$ cat src/rtl/ahb_slave_bridge_if.sv
// ahb_slave_bridge_if: AHB-Lite slave bus plus strobe-based peripheral signals
interface ahb_slave_bridge_if #(
    parameter int AddresseWidth = 16,
    parameter int DataWidth = 32
);
    logic                     HSELx;
    logic [AddresseWidth-1:0] HADDR;
    logic                     HWRITE;
    logic [2:0]               HSIZE;
    logic [2:0]               HBURST;
    logic [1:0]               HTRANS;
    logic                     HREADY;
    logic [DataWidth-1:0]     HWDATA;
    logic                     HREADYOUT;
    logic                     HRESP;
    logic [DataWidth-1:0]     HRDATA;
    logic                     Write;
    logic                     Read;
    logic [AddresseWidth-1:0] AddressOUT;
    logic [DataWidth-1:0]     OutputData;
    logic [DataWidth/8-1:0]   ByteEn;
    logic [DataWidth-1:0]     InData;
    logic                     ValidRead;
    logic                     ReadyToWork;
    logic                     StopOp;
    modport slave (
        input  HSELx, HADDR, HWRITE, HSIZE, HBURST, HTRANS, HREADY, HWDATA,
               InData, ValidRead, ReadyToWork, StopOp,
        output HREADYOUT, HRESP, HRDATA, Write, Read, AddressOUT, OutputData, ByteEn
    );
    modport master (
        output HSELx, HADDR, HWRITE, HSIZE, HBURST, HTRANS, HREADY, HWDATA,
               InData, ValidRead, ReadyToWork, StopOp,
        input  HREADYOUT, HRESP, HRDATA, Write, Read, AddressOUT, OutputData, ByteEn
    );
endinterface

$ cat src/rtl/ahb_slave_bridge.sv
// ahb_slave_bridge: AHB-Lite slave bridging transfers onto a strobe-based peripheral port
module ahb_slave_bridge #(
    parameter int AddresseWidth = 16,
    parameter int DataWidth = 32,
    parameter int TimeoutCycles = 16
) (
    input logic HCLK,
    input logic HRESET,
    ahb_slave_bridge_if.slave bus
);
    localparam int NB = DataWidth / 8;
    localparam int LB = $clog2(NB);
    localparam int CW = TimeoutCycles > 1 ? $clog2(TimeoutCycles + 1) : 1;
    typedef enum logic [2:0] {IDLE, WDATA, RDATA, ERR1, ERR2} state_t;
    state_t state, nxt, tgt;
    logic [AddresseWidth-1:0] addr_q;
    logic [NB-1:0] be_q, be_d;
    logic [CW-1:0] wcnt;
    logic acc, bad, hs, tmo, dp, ld;
    int off;
    always_comb begin
        dp = state == WDATA || state == RDATA;
        hs = (state == WDATA && bus.ReadyToWork) || (state == RDATA && bus.ValidRead);
        bus.Write = state == WDATA;
        bus.Read = state == RDATA;
        bus.HREADYOUT = dp ? hs : state != ERR1;
        bus.HRESP = state == ERR1 || state == ERR2;
        bus.HRDATA = state == RDATA && bus.ValidRead ? bus.InData : '0;
        bus.AddressOUT = dp ? addr_q : '0;
        bus.ByteEn = dp ? be_q : '0;
        bus.OutputData = state == WDATA ? bus.HWDATA : '0;
    end
    // Kept apart from the output block: HREADY can be a combinational copy of HREADYOUT.
    always_comb begin
        acc = bus.HSELx && bus.HREADY && bus.HTRANS[1];
        off = int'(bus.HADDR) % NB;
        bad = int'(bus.HSIZE) > LB || (int'(bus.HADDR) & ((1 << bus.HSIZE) - 1)) != 0;
        for (int i = 0; i < NB; i++) be_d[i] = i >= off && i < off + (1 << bus.HSIZE);
        tgt = bad ? ERR1 : bus.HWRITE ? WDATA : RDATA;
        tmo = TimeoutCycles != 0 && wcnt == CW'(TimeoutCycles - 1);
        nxt = state;
        ld = 1'b0;
        if (state == ERR1) nxt = ERR2;
        else if (dp && bus.StopOp) nxt = ERR1;
        else if (!dp || hs) begin
            nxt = acc ? tgt : IDLE;
            ld = acc;
        end
        else if (tmo) nxt = ERR1;
    end
    always_ff @(posedge HCLK) begin
        if (HRESET) begin
            state <= IDLE;
            addr_q <= '0;
            be_q <= '0;
            wcnt <= '0;
        end else begin
            state <= nxt;
            if (ld) begin
                addr_q <= bus.HADDR;
                be_q <= be_d;
            end
            wcnt <= ld ? '0 : dp && !hs ? wcnt + 1'b1 : wcnt;
        end
    end
endmodule

$ cat src/flat_wrapper.sv
// flat-port wrapper written by rule: the top's interface ports become plain ports
module ahb_slave_bridge_flat 
#(
    parameter int AddresseWidth = 16,
    parameter int DataWidth = 32,
    parameter int TimeoutCycles = 16
)
  (HCLK, HRESET, bus_HSELx, bus_HADDR, bus_HWRITE, bus_HSIZE, bus_HBURST, bus_HTRANS, bus_HREADY, bus_HWDATA, bus_InData, bus_ValidRead, bus_ReadyToWork, bus_StopOp, bus_HREADYOUT, bus_HRESP, bus_HRDATA, bus_Write, bus_Read, bus_AddressOUT, bus_OutputData, bus_ByteEn);
  ahb_slave_bridge_if #(.AddresseWidth(AddresseWidth), .DataWidth(DataWidth)) bus_i ();
  input logic HCLK;
  input logic HRESET;
  input wire logic [$bits(bus_i.HSELx)-1:0] bus_HSELx;
  input wire logic [$bits(bus_i.HADDR)-1:0] bus_HADDR;
  input wire logic [$bits(bus_i.HWRITE)-1:0] bus_HWRITE;
  input wire logic [$bits(bus_i.HSIZE)-1:0] bus_HSIZE;
  input wire logic [$bits(bus_i.HBURST)-1:0] bus_HBURST;
  input wire logic [$bits(bus_i.HTRANS)-1:0] bus_HTRANS;
  input wire logic [$bits(bus_i.HREADY)-1:0] bus_HREADY;
  input wire logic [$bits(bus_i.HWDATA)-1:0] bus_HWDATA;
  input wire logic [$bits(bus_i.InData)-1:0] bus_InData;
  input wire logic [$bits(bus_i.ValidRead)-1:0] bus_ValidRead;
  input wire logic [$bits(bus_i.ReadyToWork)-1:0] bus_ReadyToWork;
  input wire logic [$bits(bus_i.StopOp)-1:0] bus_StopOp;
  output wire logic [$bits(bus_i.HREADYOUT)-1:0] bus_HREADYOUT;
  output wire logic [$bits(bus_i.HRESP)-1:0] bus_HRESP;
  output wire logic [$bits(bus_i.HRDATA)-1:0] bus_HRDATA;
  output wire logic [$bits(bus_i.Write)-1:0] bus_Write;
  output wire logic [$bits(bus_i.Read)-1:0] bus_Read;
  output wire logic [$bits(bus_i.AddressOUT)-1:0] bus_AddressOUT;
  output wire logic [$bits(bus_i.OutputData)-1:0] bus_OutputData;
  output wire logic [$bits(bus_i.ByteEn)-1:0] bus_ByteEn;
  assign bus_i.HSELx = bus_HSELx;
  assign bus_i.HADDR = bus_HADDR;
  assign bus_i.HWRITE = bus_HWRITE;
  assign bus_i.HSIZE = bus_HSIZE;
  assign bus_i.HBURST = bus_HBURST;
  assign bus_i.HTRANS = bus_HTRANS;
  assign bus_i.HREADY = bus_HREADY;
  assign bus_i.HWDATA = bus_HWDATA;
  assign bus_i.InData = bus_InData;
  assign bus_i.ValidRead = bus_ValidRead;
  assign bus_i.ReadyToWork = bus_ReadyToWork;
  assign bus_i.StopOp = bus_StopOp;
  assign bus_HREADYOUT = bus_i.HREADYOUT;
  assign bus_HRESP = bus_i.HRESP;
  assign bus_HRDATA = bus_i.HRDATA;
  assign bus_Write = bus_i.Write;
  assign bus_Read = bus_i.Read;
  assign bus_AddressOUT = bus_i.AddressOUT;
  assign bus_OutputData = bus_i.OutputData;
  assign bus_ByteEn = bus_i.ByteEn;
  ahb_slave_bridge #(.AddresseWidth(AddresseWidth), .DataWidth(DataWidth), .TimeoutCycles(TimeoutCycles)) u_core (.HCLK(HCLK), .HRESET(HRESET), .bus(bus_i));
endmodule
$ cat config.mk
export PLATFORM = sky130hd
export DESIGN_NAME = ahb_slave_bridge_flat
export DESIGN_NICKNAME = d
export VERILOG_FILES = /design/src/rtl/ahb_slave_bridge_if.sv /design/src/rtl/ahb_slave_bridge.sv /design/src/flat_wrapper.sv
export SDC_FILE = /design/constraint.sdc
export NUM_CORES = 1
export LEC_CHECK = 0
export CORE_ASPECT_RATIO = 1.25
export CORE_MARGIN = 2
export CORE_UTILIZATION = 27
export CTS_BUF_LIST = sky130_fd_sc_hd__clkbuf_16
export CTS_CLUSTER_DIAMETER = 40
export CTS_CLUSTER_SIZE = 24
export DETAILED_ROUTE_END_ITERATION = 12
export PLACE_DENSITY = 0.75
export SYNTH_ARGS = -nofsm -noshare
export SYNTH_HDL_FRONTEND = slang
export SYNTH_SLANG_ARGS = --single-unit
$ cat constraint.sdc
create_clock -name HCLK -period 2.6 [get_ports HCLK]
set_input_delay 0.78 -clock HCLK [delete_from_list [all_inputs] [get_ports HCLK]]
set_output_delay 0.78 -clock HCLK [all_outputs]
set_load 0.05 [all_outputs]
==> results.sh <==
export IMPL_p_total_uw=1730
export IMPL_maxSlewViolCount=0
export IMPL_gr_total_overflow=0
export IMPL_cts_tree="built"
export IMPL_n_antenna_cell=0
export IMPL_synth_cell_types=35
export IMPL_startpoint_type="input port"
export IMPL_power_frac_seq=0.267
export IMPL_synth_compound_area_frac=0.176
export IMPL_synth_top_family_by_area="simple AND/OR/NAND/NOR gates"
export IMPL_cp_required_ns=1.82
export IMPL_cap_violations=0
export IMPL_p_clk_frac=0.259
export IMPL_p_per_area_mw_per_mm2=346
export IMPL_io_buffers=179
export IMPL_post_route_util=0.724
export IMPL_wl_per_cell_um=15.9
export IMPL_peakVddDrop_mv=0.222
export IMPL_critPathArrivalTime_ns=1.79
export IMPL_outcome="completed"
export IMPL_crit_chain="dlygate4sd2_1 -> or3b_4 -> a21oi_4 -> a21oi_2 -> buf_6"
export IMPL_antenna_found_initial=0
export IMPL_synth_top_area_share=0.296
export IMPL_core_area_mm2=0.00689
export IMPL_fmax_ghz=0.389
export IMPL_min_to="u_core.addr_q[10]"
export IMPL_hpwlAfterDp_mm=6.71
export IMPL_yosysMostFrequentCell="and3_1"
export IMPL_timing_rr_end="u_core.state[0]"
export IMPL_r2r_cells=8
export IMPL_clk_path_buf_depth=2
export IMPL_h_tree_depth=1
export IMPL_ys_seq_elements=28
export IMPL_hp_class="reg -> reg"
export IMPL_hold_buffers=0
export IMPL_syn_inst=229
export IMPL_use_met3=0.0548
export IMPL_ys_async_sr_fraction=0
export IMPL_cts_sinks=28
export IMPL_rr_startpoint="u_core.state[0]"
export IMPL_p_sw_uw=554
export IMPL_initial_utilization=0.274
export IMPL_muxShareOfSynthArea=0.00529
export IMPL_ys_warn_count=0
export IMPL_worst_slack_ns=0.0321
export IMPL_track_usage=0.205
export IMPL_finalWirelength_mm=8.12
export IMPL_yosysTopAreaCell="dfxtp_1"
export IMPL_clk_latency_ns=0.26
export IMPL_period_needed_ns=2.57
export IMPL_synth_area_mm2=0.00189
export IMPL_hold_depth=1
export IMPL_synthesis_nets=332
export IMPL_grt_pass1_vias=2584
export IMPL_rsz0062_at_grt="true"
export IMPL_slowest_stage="or3b_4"
export IMPL_finalHoldViolCount=0
export IMPL_filler_cell_count=480
export IMPL_met2_usage=0.402
export IMPL_critical_path_buf_inv_count=2
export IMPL_setup_viol=0
export IMPL_synth_edf_count=0
export IMPL_fp_dieH_um=97.6
export IMPL_synth_flop_cell="dfxtp_1"
export IMPL_crit_type="in -> out"
export IMPL_hold_start="u_core.addr_q[10]"
export IMPL_gp_congestion=0.794
export IMPL_cp_top_family="simple AND/OR/NAND/NOR gates"
export IMPL_swShare=0.321
export IMPL_grt_max_degree=35
export IMPL_period_share=0.988
export IMPL_skew_ns=0.00103
export IMPL_static_leakage_power_uw=0.00223
export IMPL_setup_tns_ns=0
export IMPL_worst_slew_pin_slew_ns=0.394
export IMPL_place_ws_ns=-0.483
export IMPL_vias_per_cell=4.94
export IMPL_ys_top_cells_by_area="dfxtp_1 30%, and3_1 22%, a22o_1 9.3%"
export IMPL_syn2layout_area_growth_pct=164
export IMPL_synth_xor_area_share=0.00927
export IMPL_antenna_left=0
export IMPL_io_pins=184
export IMPL_drt_iter0_drc=66
export IMPL_path_max_fanout=2
export IMPL_cts_buffers=3
export IMPL_use_met1=0.204
export IMPL_top_usage_layer="met2"
export IMPL_clk_pin_slew_ns=0.07
export IMPL_ys_top_cells_by_count="65 x and3_1, 28 x dfxtp_1, 23 x nor2b_1, 20 x a22o_1, 13 x clkbuf_1"
export IMPL_synth_seq_area_share=0.296
export IMPL_via_count=2520
export IMPL_final_layout_size_suffix_gt1_frac=0.376
export IMPL_end_kind="output port"
export IMPL_nets=524
export IMPL_placed_area_mm2=0.00483
export IMPL_fin_area_mm2=0.00499
export IMPL_root_buffer="clkbuf_16"
export IMPL_drt_pass1_iterations=4
export IMPL_cpPeakStageDelay_ns=0.41
export IMPL_yosys_area_share_simple=0.394
export IMPL_row_count=34
export IMPL_syn_avg_cell_area_um2=8.26
export IMPL_grt_pass1_wl_mm=12.6
export IMPL_pwr_share_comb=0.474
export IMPL_drcViolationCount=0
export IMPL_p_int_uw=1170
export IMPL_synth_fa_ha_area_frac=0.0503
export IMPL_die_w_um=78.8
export IMPL_die_area_mm2=0.00769
export IMPL_maxSlewHeadroom=0.735
export IMPL_reg2reg_slack_ns=0.71
[state kept, by name, summed over array words and instances, names as in the netlist]
signal,count
u_core.addr_q,16
u_core.wcnt,5
u_core.be_q,4
u_core.state,3
[power by group through the flow]
stage / combinational (uW) / clock, uW / sequential [uW]
floorplan: 356 / 0 / 467
global placement: 793 / 0 / 468
detailed placement: 807 / 0 / 470
CTS: 817 / 458 / 460
global route: 855 / 475 / 463
finish: 819 / 448 / 461
[kinds of logic after synthesis]
family / Yosys count
xor gates and xnor gates: 2
and+or+nand+nor: 123
DFF: 28
muxes: 1
buffers and inverters: 29
AOI/OAI and AO/OA: 39
adders and majority gates: 7
[area by class of cell]
class                      instances  area, um2  share of cell area
clock buffer                       3       75.1              0.0150
clock inverter                     1       30.0             0.00602
inverter                          10       37.5             0.00752
multi-input combinational        172       1280               0.257
sequential                        28        562               0.113
tap                               90        113              0.0226
timing repair buffer             206       2890               0.579
[worst max-delay path by stage]
stage | startpoint | to | slack (ns) | cells after the start
3_3_place_gp | bus_HSIZE[2] | u_core.be_q[0] | -0.37 | 10
4_1_cts | bus_ValidRead | bus_HREADYOUT | 0.01 | 5
3_5_place_dp | bus_HSIZE[2] | u_core.be_q[2] | -0.48 | 10
6_report | bus_ValidRead | bus_HREADYOUT | 0.03 | 5
5_1_grt | bus_HSIZE[0] | u_core.be_q[1] | -0.02 | 11
2_1_floorplan | u_core.state[0] | bus_AddressOUT[0] | -0.05 | 5
[metal layers]
| metal | share of wire | routed length, um | vias to the layer above |
|---|---|---|---|
| met3 | 0.083 | 675 | 10 |
| li1 | - | - | 1215 |
| met4 | 0.023 | 184 | 0 |
| met5 | 0 | 0 | - |
| met2 | 0.55 | 4470 | 119 |
| met1 | 0.34 | 2800 | 1176 |
[per-stage QoR]
stage,hold WS [ns],cells
2_1_floorplan,0.434,229
5_1_grt,0.503,510
3_3_place_gp,0.453,501
4_1_cts,0.482,508
3_5_place_dp,0.465,501
6_report,0.478,510
[repair_timing]
action / 4_1_cts / 5_1_grt
hold endpoints to repair: 0 / 0
resized for setup: 14 / 2
setup buffers: 3 / 2
gates cloned: 0 / 0
pin swaps: 6 / 3
setup endpoints to repair: 37 / 40
[cells in the final DEF, fill, tap and decap left out, types with 3 or more instances in the layout]
| cell | instances |
|---|---|
| clkbuf_16 | 3 |
| and3_1 | 65 |
| nand2b_1 | 3 |
| inv_1 | 9 |
| nand2_1 | 4 |
| nor2b_1 | 4 |
| buf_4 | 24 |
| a22o_1 | 20 |
| dfxtp_1 | 27 |
| ha_1 | 5 |
| nor2b_2 | 19 |
| clkdlybuf4s50_1 | 86 |
| nand3_1 | 5 |
| buf_12 | 89 |
| dlygate4sd2_1 | 5 |
| nor2_1 | 9 |
Power figures use the tool's default switching activity.
